[config.mk]
export PLATFORM = sky130hd
export DESIGN_NAME = alu_arbiter
export DESIGN_NICKNAME = d
export VERILOG_FILES = /design/src/rtl/alu_arbiter.sv
export SDC_FILE = /design/constraint.sdc
export NUM_CORES = 1
export LEC_CHECK = 0
export CAP_MARGIN = 0
export CELL_PAD_IN_SITES_DETAIL_PLACEMENT = 1
export CELL_PAD_IN_SITES_GLOBAL_PLACEMENT = 2
export CORE_MARGIN = 4
export CORE_UTILIZATION = 22
export DETAILED_ROUTE_END_ITERATION = 8
export PLACE_DENSITY_LB_ADDON = 0.1
export SLEW_MARGIN = 30
export SYNTH_ARGS = -nofsm -noshare
export SYNTH_HDL_FRONTEND = slang
export SYNTH_SLANG_ARGS = --single-unit
[constraint.sdc]
create_clock -name clk -period 1.6 [get_ports clk]
set_clock_uncertainty 0.05 [all_clocks]
set_input_delay 0.32 -clock clk [delete_from_list [all_inputs] [get_ports clk]]
set_output_delay 0.32 -clock clk [all_outputs]
set_load 0.01 [all_outputs]
[src/rtl/alu_arbiter.sv]
// Two-requester arbiter/sequencer for the shared combinational ALU.
// Ports: clk, reset; req_* (2 requesters, valid/ready + cmd/A/B);
//   alu_* (registered ALU drive, result/flags in); rsp_* (tagged response).
// Build option: ALU_ARB_RR_EN selects round-robin, else fixed priority.
module alu_arbiter #(
    parameter int DW = 8,
    parameter int CW = 5
) (
    input  logic          clk,
    input  logic          reset,
    input  logic [1:0]    req_valid,
    output logic [1:0]    req_ready,
    input  logic [CW-1:0] req_cmd0,
    input  logic [CW-1:0] req_cmd1,
    input  logic [DW-1:0] req_a0,
    input  logic [DW-1:0] req_a1,
    input  logic [DW-1:0] req_b0,
    input  logic [DW-1:0] req_b1,
    output logic [CW-1:0] alu_cmd,
    output logic [DW-1:0] alu_inA,
    output logic [DW-1:0] alu_inB,
    input  logic [DW-1:0] alu_rslt,
    input  logic          alu_beq,
    input  logic          alu_slt,
    output logic          rsp_valid,
    input  logic          rsp_ready,
    output logic          rsp_id,
    output logic [DW-1:0] rsp_rslt,
    output logic          rsp_beq,
    output logic          rsp_slt
);

    typedef enum logic [1:0] {
        IDLE,
        EXEC,
        RESP
    } state_t;

    state_t        state;
    state_t        state_nx;
    logic [CW-1:0] cmd_q;
    logic [DW-1:0] a_q;
    logic [DW-1:0] b_q;
    logic          id_q;
    logic          grant;
    logic [1:0]    ready_c;
    logic          accept;
    logic [DW-1:0] rslt_q;
    logic          beq_q;
    logic          slt_q;

`ifdef ALU_ARB_RR_EN
    // ptr names the requester that wins a tie.
    logic ptr;

    always_ff @(posedge clk or posedge reset) begin
        if (reset)
            ptr <= 1'b0;
        else if (state == RESP && rsp_ready)
            ptr <= ~id_q;
    end

    always_comb begin
        grant = ~req_valid[0];
        if (&req_valid)
            grant = ptr;
    end
`else
    always_comb begin
        grant = ~req_valid[0];
    end
`endif

    always_comb begin
        state_nx = state;
        ready_c  = 2'b00;
        accept   = 1'b0;
        unique case (state)
            IDLE: begin
                if (req_valid[grant]) begin
                    ready_c[grant] = 1'b1;
                    accept         = 1'b1;
                    state_nx       = EXEC;
                end
            end
            EXEC: state_nx = RESP;
            RESP: begin
                if (rsp_ready)
                    state_nx = IDLE;
            end
            default: state_nx = IDLE;
        endcase
    end

    // Ready is forced low while reset is held, since the FSM sits
    // in IDLE and would otherwise advertise acceptance.
    assign req_ready = ready_c & {2{~reset}};

    always_ff @(posedge clk or posedge reset) begin
        if (reset)
            state <= IDLE;
        else
            state <= state_nx;
    end

    always_ff @(posedge clk or posedge reset) begin
        if (reset) begin
            cmd_q <= '0;
            a_q   <= '0;
            b_q   <= '0;
            id_q  <= 1'b0;
        end else if (accept) begin
            cmd_q <= grant ? req_cmd1 : req_cmd0;
            a_q   <= grant ? req_a1 : req_a0;
            b_q   <= grant ? req_b1 : req_b0;
            id_q  <= grant;
        end
    end

    always_ff @(posedge clk or posedge reset) begin
        if (reset) begin
            rslt_q <= '0;
            beq_q  <= 1'b0;
            slt_q  <= 1'b0;
        end else if (state == EXEC) begin
            rslt_q <= alu_rslt;
            beq_q  <= alu_beq;
            slt_q  <= alu_slt;
        end
    end

    assign alu_cmd   = cmd_q;
    assign alu_inA   = a_q;
    assign alu_inB   = b_q;
    assign rsp_valid = (state == RESP);
    assign rsp_id    = id_q;
    assign rsp_rslt  = rslt_q;
    assign rsp_beq   = beq_q;
    assign rsp_slt   = slt_q;

endmodule

### Word level (Yosys, flattened, before mapping)

Cells that the tools add are included.

* word-level logic and storage cells: 34
* input port bits: 57
* output and inout port bits: 35
* register bits: 34

* muxes and demuxes: 14
* $lt $le $gt $ge: 2
* bitwise logic cells: 3
* reduce and logical (&&, ||, !) cells: 3
* equal/unequal tests: 4

Operator list (count)
* 2-to-1 mux 8 bit: 2
* 2-to-1 mux 2 bit: 4
* case mux 2 bit (3 select lines): 1
* 2-to-1 mux 1 bit: 5
* 2-to-1 mux 5 bit: 1
* AND 2 bit: 1
* == test 2 x 1 -> 1 bit (second input constant): 1
* == test 2 bit (second input constant): 1
* zero test 2 bit: 1
* less-than comparator 1 x 2 -> 1 bit (second input constant): 1
* != test 2 x 1 -> 1 bit (second input constant): 1
* != test 2 bit (second input constant): 1
* inverter 1 bit: 2
* AND reduction 2 bit: 1
* demux 1 bit (select 1 bit): 1
* greater-or-equal comparator 1 bit (second input constant): 1
* logical AND 1 bit: 1

### Logic depth before layout (Yosys ltp)

Gate-level depths: netlist of the first run.

* depth after elaboration: 8
* mapped depth: 4
* depth with buffers taken out: 3

### Worst setup path before layout of the first run

OpenSTA, ideal clock, no wires.

* path type: input to output
* start: in reset
* end: out req_ready[1]
* buffers on the path: 0
* setup slack: -0.201 ns
* arrival time: 1.431 ns
* cell stages on the path: 2
* required time: 1.230 ns
* cells stage by stage: inv_1 and4b_1

* longest elaborated chain between the ends: 2

Ends and longest elaborated chain
* start: declaration: line 10 `input logic reset,`
* inverter 1 bit: line 97 `assign req_ready = ready_c & {2{~reset}};`
* AND 2 bit: line 97
* end: declaration: line 12 `output logic [1:0] req_ready,`

No other way between the ends.

### Worst setup path in the final report of the first run

* start: reg b_q[7] (netlist: alu_inB[7])
* end: out alu_inB[7]

RTL lines
* start: declaration: line 43 `logic [DW-1:0] b_q;`
* start signal: assignment: line 115 `b_q <= grant ? req_b1 : req_b0;`
* end: declaration: line 21 `output logic [DW-1:0] alu_inB,`

No word-level cell between the ends.

==> flow_summary.json, run 1 <==
{
  "status": "complete, no violations",
  "ys_top_cells_by_area": "dfrtp_1 50%, mux2_4 32%, mux2_2 11%, buf_6 2.6%, buf_12 1.2%",
  "coreArea_um2": 7410,
  "vias": 1232,
  "p_comb_share_pct": 54.7,
  "cts_root_buf": "clkbuf_8",
  "r2r_cells": 5,
  "path_max_fanout": 2,
  "wl_mm": 4.76,
  "p_leak_nw": 1.35,
  "power.internal_mw": 3.30,
  "regToRegEndpoint": "alu_cmd[2]",
  "cp.arrival_ps": 1180,
  "io_pins": 92,
  "p_per_area_nw_per_um2": 1640,
  "relSlewSlack_pct": 72.8,
  "rrSetupSlack_ps": 120,
  "post-route-drc-count": 0,
  "drt-initial-drc-count": 4,
  "slowest_delay_ps": 550,
  "antenna_found_initial": 0,
  "drive_gt1_share_pct": 37.2,
  "clk_latency_ps": 280,
  "power_mw": 4.73,
  "crit_type": "reg -> out",
  "viasPerCell": 4.03,
  "setup_slack_ps": 47.7,
  "cpMaxStageDelayCell": "clkdlybuf4s50_1",
  "endpoint_kind": "output pin",
  "grt_max_degree": 32,
  "ys_seq_area_share_pct": 49.6,
  "hold_buffers": 0,
  "cts_setup_buffers": 0,
  "hold_class": "in -> async",
  "crit_family": "buffers and inverters",
  "path_clk_slew_ps": 70,
  "hpwl_mm": 3.77,
  "clock_power_share_pct": 12.7,
  "gp_congestion": 0.659,
  "avgSynthCellArea_um2": 16.6,
  "final_util_pct": 39.0,
  "vdd.ir_drop.worst_mv": 0.579,
  "cts_max_path_buffers": 2,
  "grt_pass1_vias": 1452,
  "grt-ovfl-total": 0,
  "detail-route-antenna-nets": 0,
  "track_usage_pct": 10.6,
  "start_util_pct": 23.1,
  "yosysTopAreaCellShare_pct": 49.6,
  "path_buf_inv": 1,
  "grt_first_pass_wirelength_mm": 7.29,
  "final-hold-violation-count": 0,
  "netlist_area_um2": 1710,
  "antennaDiodeCount": 0,
  "setup.worst_path.start_class": "flop",
  "area_growth_pct": 68.5,
  "cts_made_buffers": 5,
  "htree_num_levels": 2,
  "fillers": 786,
  "cp.required_ps": 1230,
  "place_ws_ps": -404,
  "nets": 264,
  "ys_seq_elements": 34,
  "cts_tree": "done",
  "detail_route.first_pass.iterations": 3,
  "ys_types": 14,
  "post-route-min-period_ps": 1550,
  "ys.warnings.count": 0,
  "switchingPower_mw": 1.43,
  "synth_top_area_cell": "dfrtp_1",
  "syn_inst": 103,
  "cap_viol_max_count": 0,
  "crit_chain": "clkdlybuf4s50_1",
  "routedWlPerCell_um": 15.6,
  "max_freq_mhz": 644,
  "die_height_um": 96.3,
  "dieWidth_um": 96.3,
  "rows": 31,
  "clock-sinks": 34,
  "r2r-start": "state[0]",
  "seqPwrFrac_pct": 32.6,
  "drv_slew": 0,
  "syn_nets": 160,
  "finalSetupViolations": 0,
  "tightest_slew_ps": 408,
  "fin_crit_sh_pct": 97.0,
  "switching_share_pct": 30.2,
  "die_area_um2": 9270,
  "port_buffers": 91
}
## worst register-to-register path: cells and delay by family, from the launching register on
family / cells / cell delay (ps)
buf+inv: 2 / 300
simple gates: 1 / 140
compound gates: 1 / 170
flops: 1 / 410
mux: 1 / 310
## metrics by stage
step | TNS (ps) | instance area (um2) | hold WS [ps] | instances
floorplan | 0 | 1720 | 216 | 103
global placement | -7340 | 2800 | 436 | 299
detailed placement | -7870 | 2800 | 443 | 299
CTS | 0 | 2870 | 125 | 306
global route | -6.19 | 2890 | 152 | 306
finish | 0 | 2890 | 139 | 306
## how the worst max path moves through the flow
stage	startpoint	cells after the start	slack (ps)	to
floorplan	reset	2	10	req_ready[1]
global placement	reset	4	-410	req_ready[1]
detailed placement	reset	4	-400	req_ready[0]
CTS	state[0]	4	0.7	rsp_valid
global route	state[0]	4	-6	rsp_valid
finish	alu_inB[7]	1	50	alu_inB[7]
## kinds of logic after synthesis
group / Yosys count / synth area share (%)
flops: 34 / 49.6
mux: 52 / 42.0
buf+inv: 8 / 4.53
simple gates: 5 / 2.04
compound gates: 4 / 1.75
## synthesized netlist by cell type, drive strengths merged
cell    instances
o21a            1
and3            1
nand2b          2
inv             2
o21ai           1
a21oi           2
buf             6
nor2            1
dfrtp          34
and4b           1
mux2           52
## cells in the final DEF (no fill, tap or decap), types with 2 or more instances in the layout
| cell type | synthesis | final |
|---|---|---|
| dfrtp_1 | 34 | 34 |
| buf_2 | 1 | 3 |
| clkdlybuf4s50_1 | 0 | 76 |
| clkbuf_8 | 0 | 5 |
| dlygate4sd2_1 | 0 | 2 |
| buf_4 | 0 | 10 |
| buf_12 | 1 | 2 |
| nand2b_1 | 2 | 2 |
| a21oi_1 | 2 | 2 |
| mux2_4 | 36 | 36 |
| dlymetal6s2s_1 | 0 | 10 |
| clkinv_2 | 0 | 2 |
| mux2_2 | 16 | 16 |
## area by class of cell
cell class / count / area, um2 / area share [%]
Timing Repair Buffer: 103 / 1030 / 35.8
Sequential cell: 34 / 851 / 29.4
Multi-Input combinational cell: 61 / 791 / 27.4
Tap cell: 99 / 124 / 4.29
Clock buffer: 5 / 68.8 / 2.38
Inverter: 2 / 11.3 / 0.390
Clock inverter: 2 / 10.0 / 0.346
## power groups by stage
stage	Clock (mW)	Combinational, mW	Sequential [mW]
final	0.599	2.59	1.54
after global routing	0.679	2.75	1.61
after CTS	0.636	2.68	1.55
after detailed placement	0	2.67	1.56
after global placement	0	2.64	1.54
after floorplan	0	1.11	1.74
## registers in the layout, indices dropped and copies added (netlist names)
signal    flops
alu_cmd       5
alu_inA       8
alu_inB       8
rsp_beq       1
rsp_id        1
rsp_rslt      8
rsp_slt       1
state         2
## repair_timing
action,4_1_cts,5_1_grt
resized for setup,13,12
setup endpoints to repair,24,12
pin swaps,2,0
## layer usage
layer,part of all wire (%),track usage (%),wire length (um)
met4,0.90,3.55,43
met2,55,19.2,2610
met5,0,0,0
met1,37,11.3,1770
met3,7.2,3.67,342
No activity file was read; power rests on OpenSTA's default activity.
==> run 2, diff against run 1 <==
--- a/config.mk
+++ b/config.mk
@@ -10,6 +10,7 @@
 export CELL_PAD_IN_SITES_GLOBAL_PLACEMENT = 2
 export CORE_MARGIN = 4
 export CORE_UTILIZATION = 22
+export CTS_CLUSTER_SIZE = 8
 export DETAILED_ROUTE_END_ITERATION = 8
 export PLACE_DENSITY_LB_ADDON = 0.1
 export SLEW_MARGIN = 30
==> results of run 2 <==
Final layout, timing and power as in run 1 (identical DEF).
==> run 3, diff against run 2 <==
--- a/config.mk
+++ b/config.mk
@@ -5,7 +5,7 @@
 export SDC_FILE = /design/constraint.sdc
 export NUM_CORES = 1
 export LEC_CHECK = 0
-export CAP_MARGIN = 0
+export CAP_MARGIN = 20
 export CELL_PAD_IN_SITES_DETAIL_PLACEMENT = 1
 export CELL_PAD_IN_SITES_GLOBAL_PLACEMENT = 2
 export CORE_MARGIN = 4
==> results of run 3 <==
Final layout, timing and power as in run 1 (identical DEF).
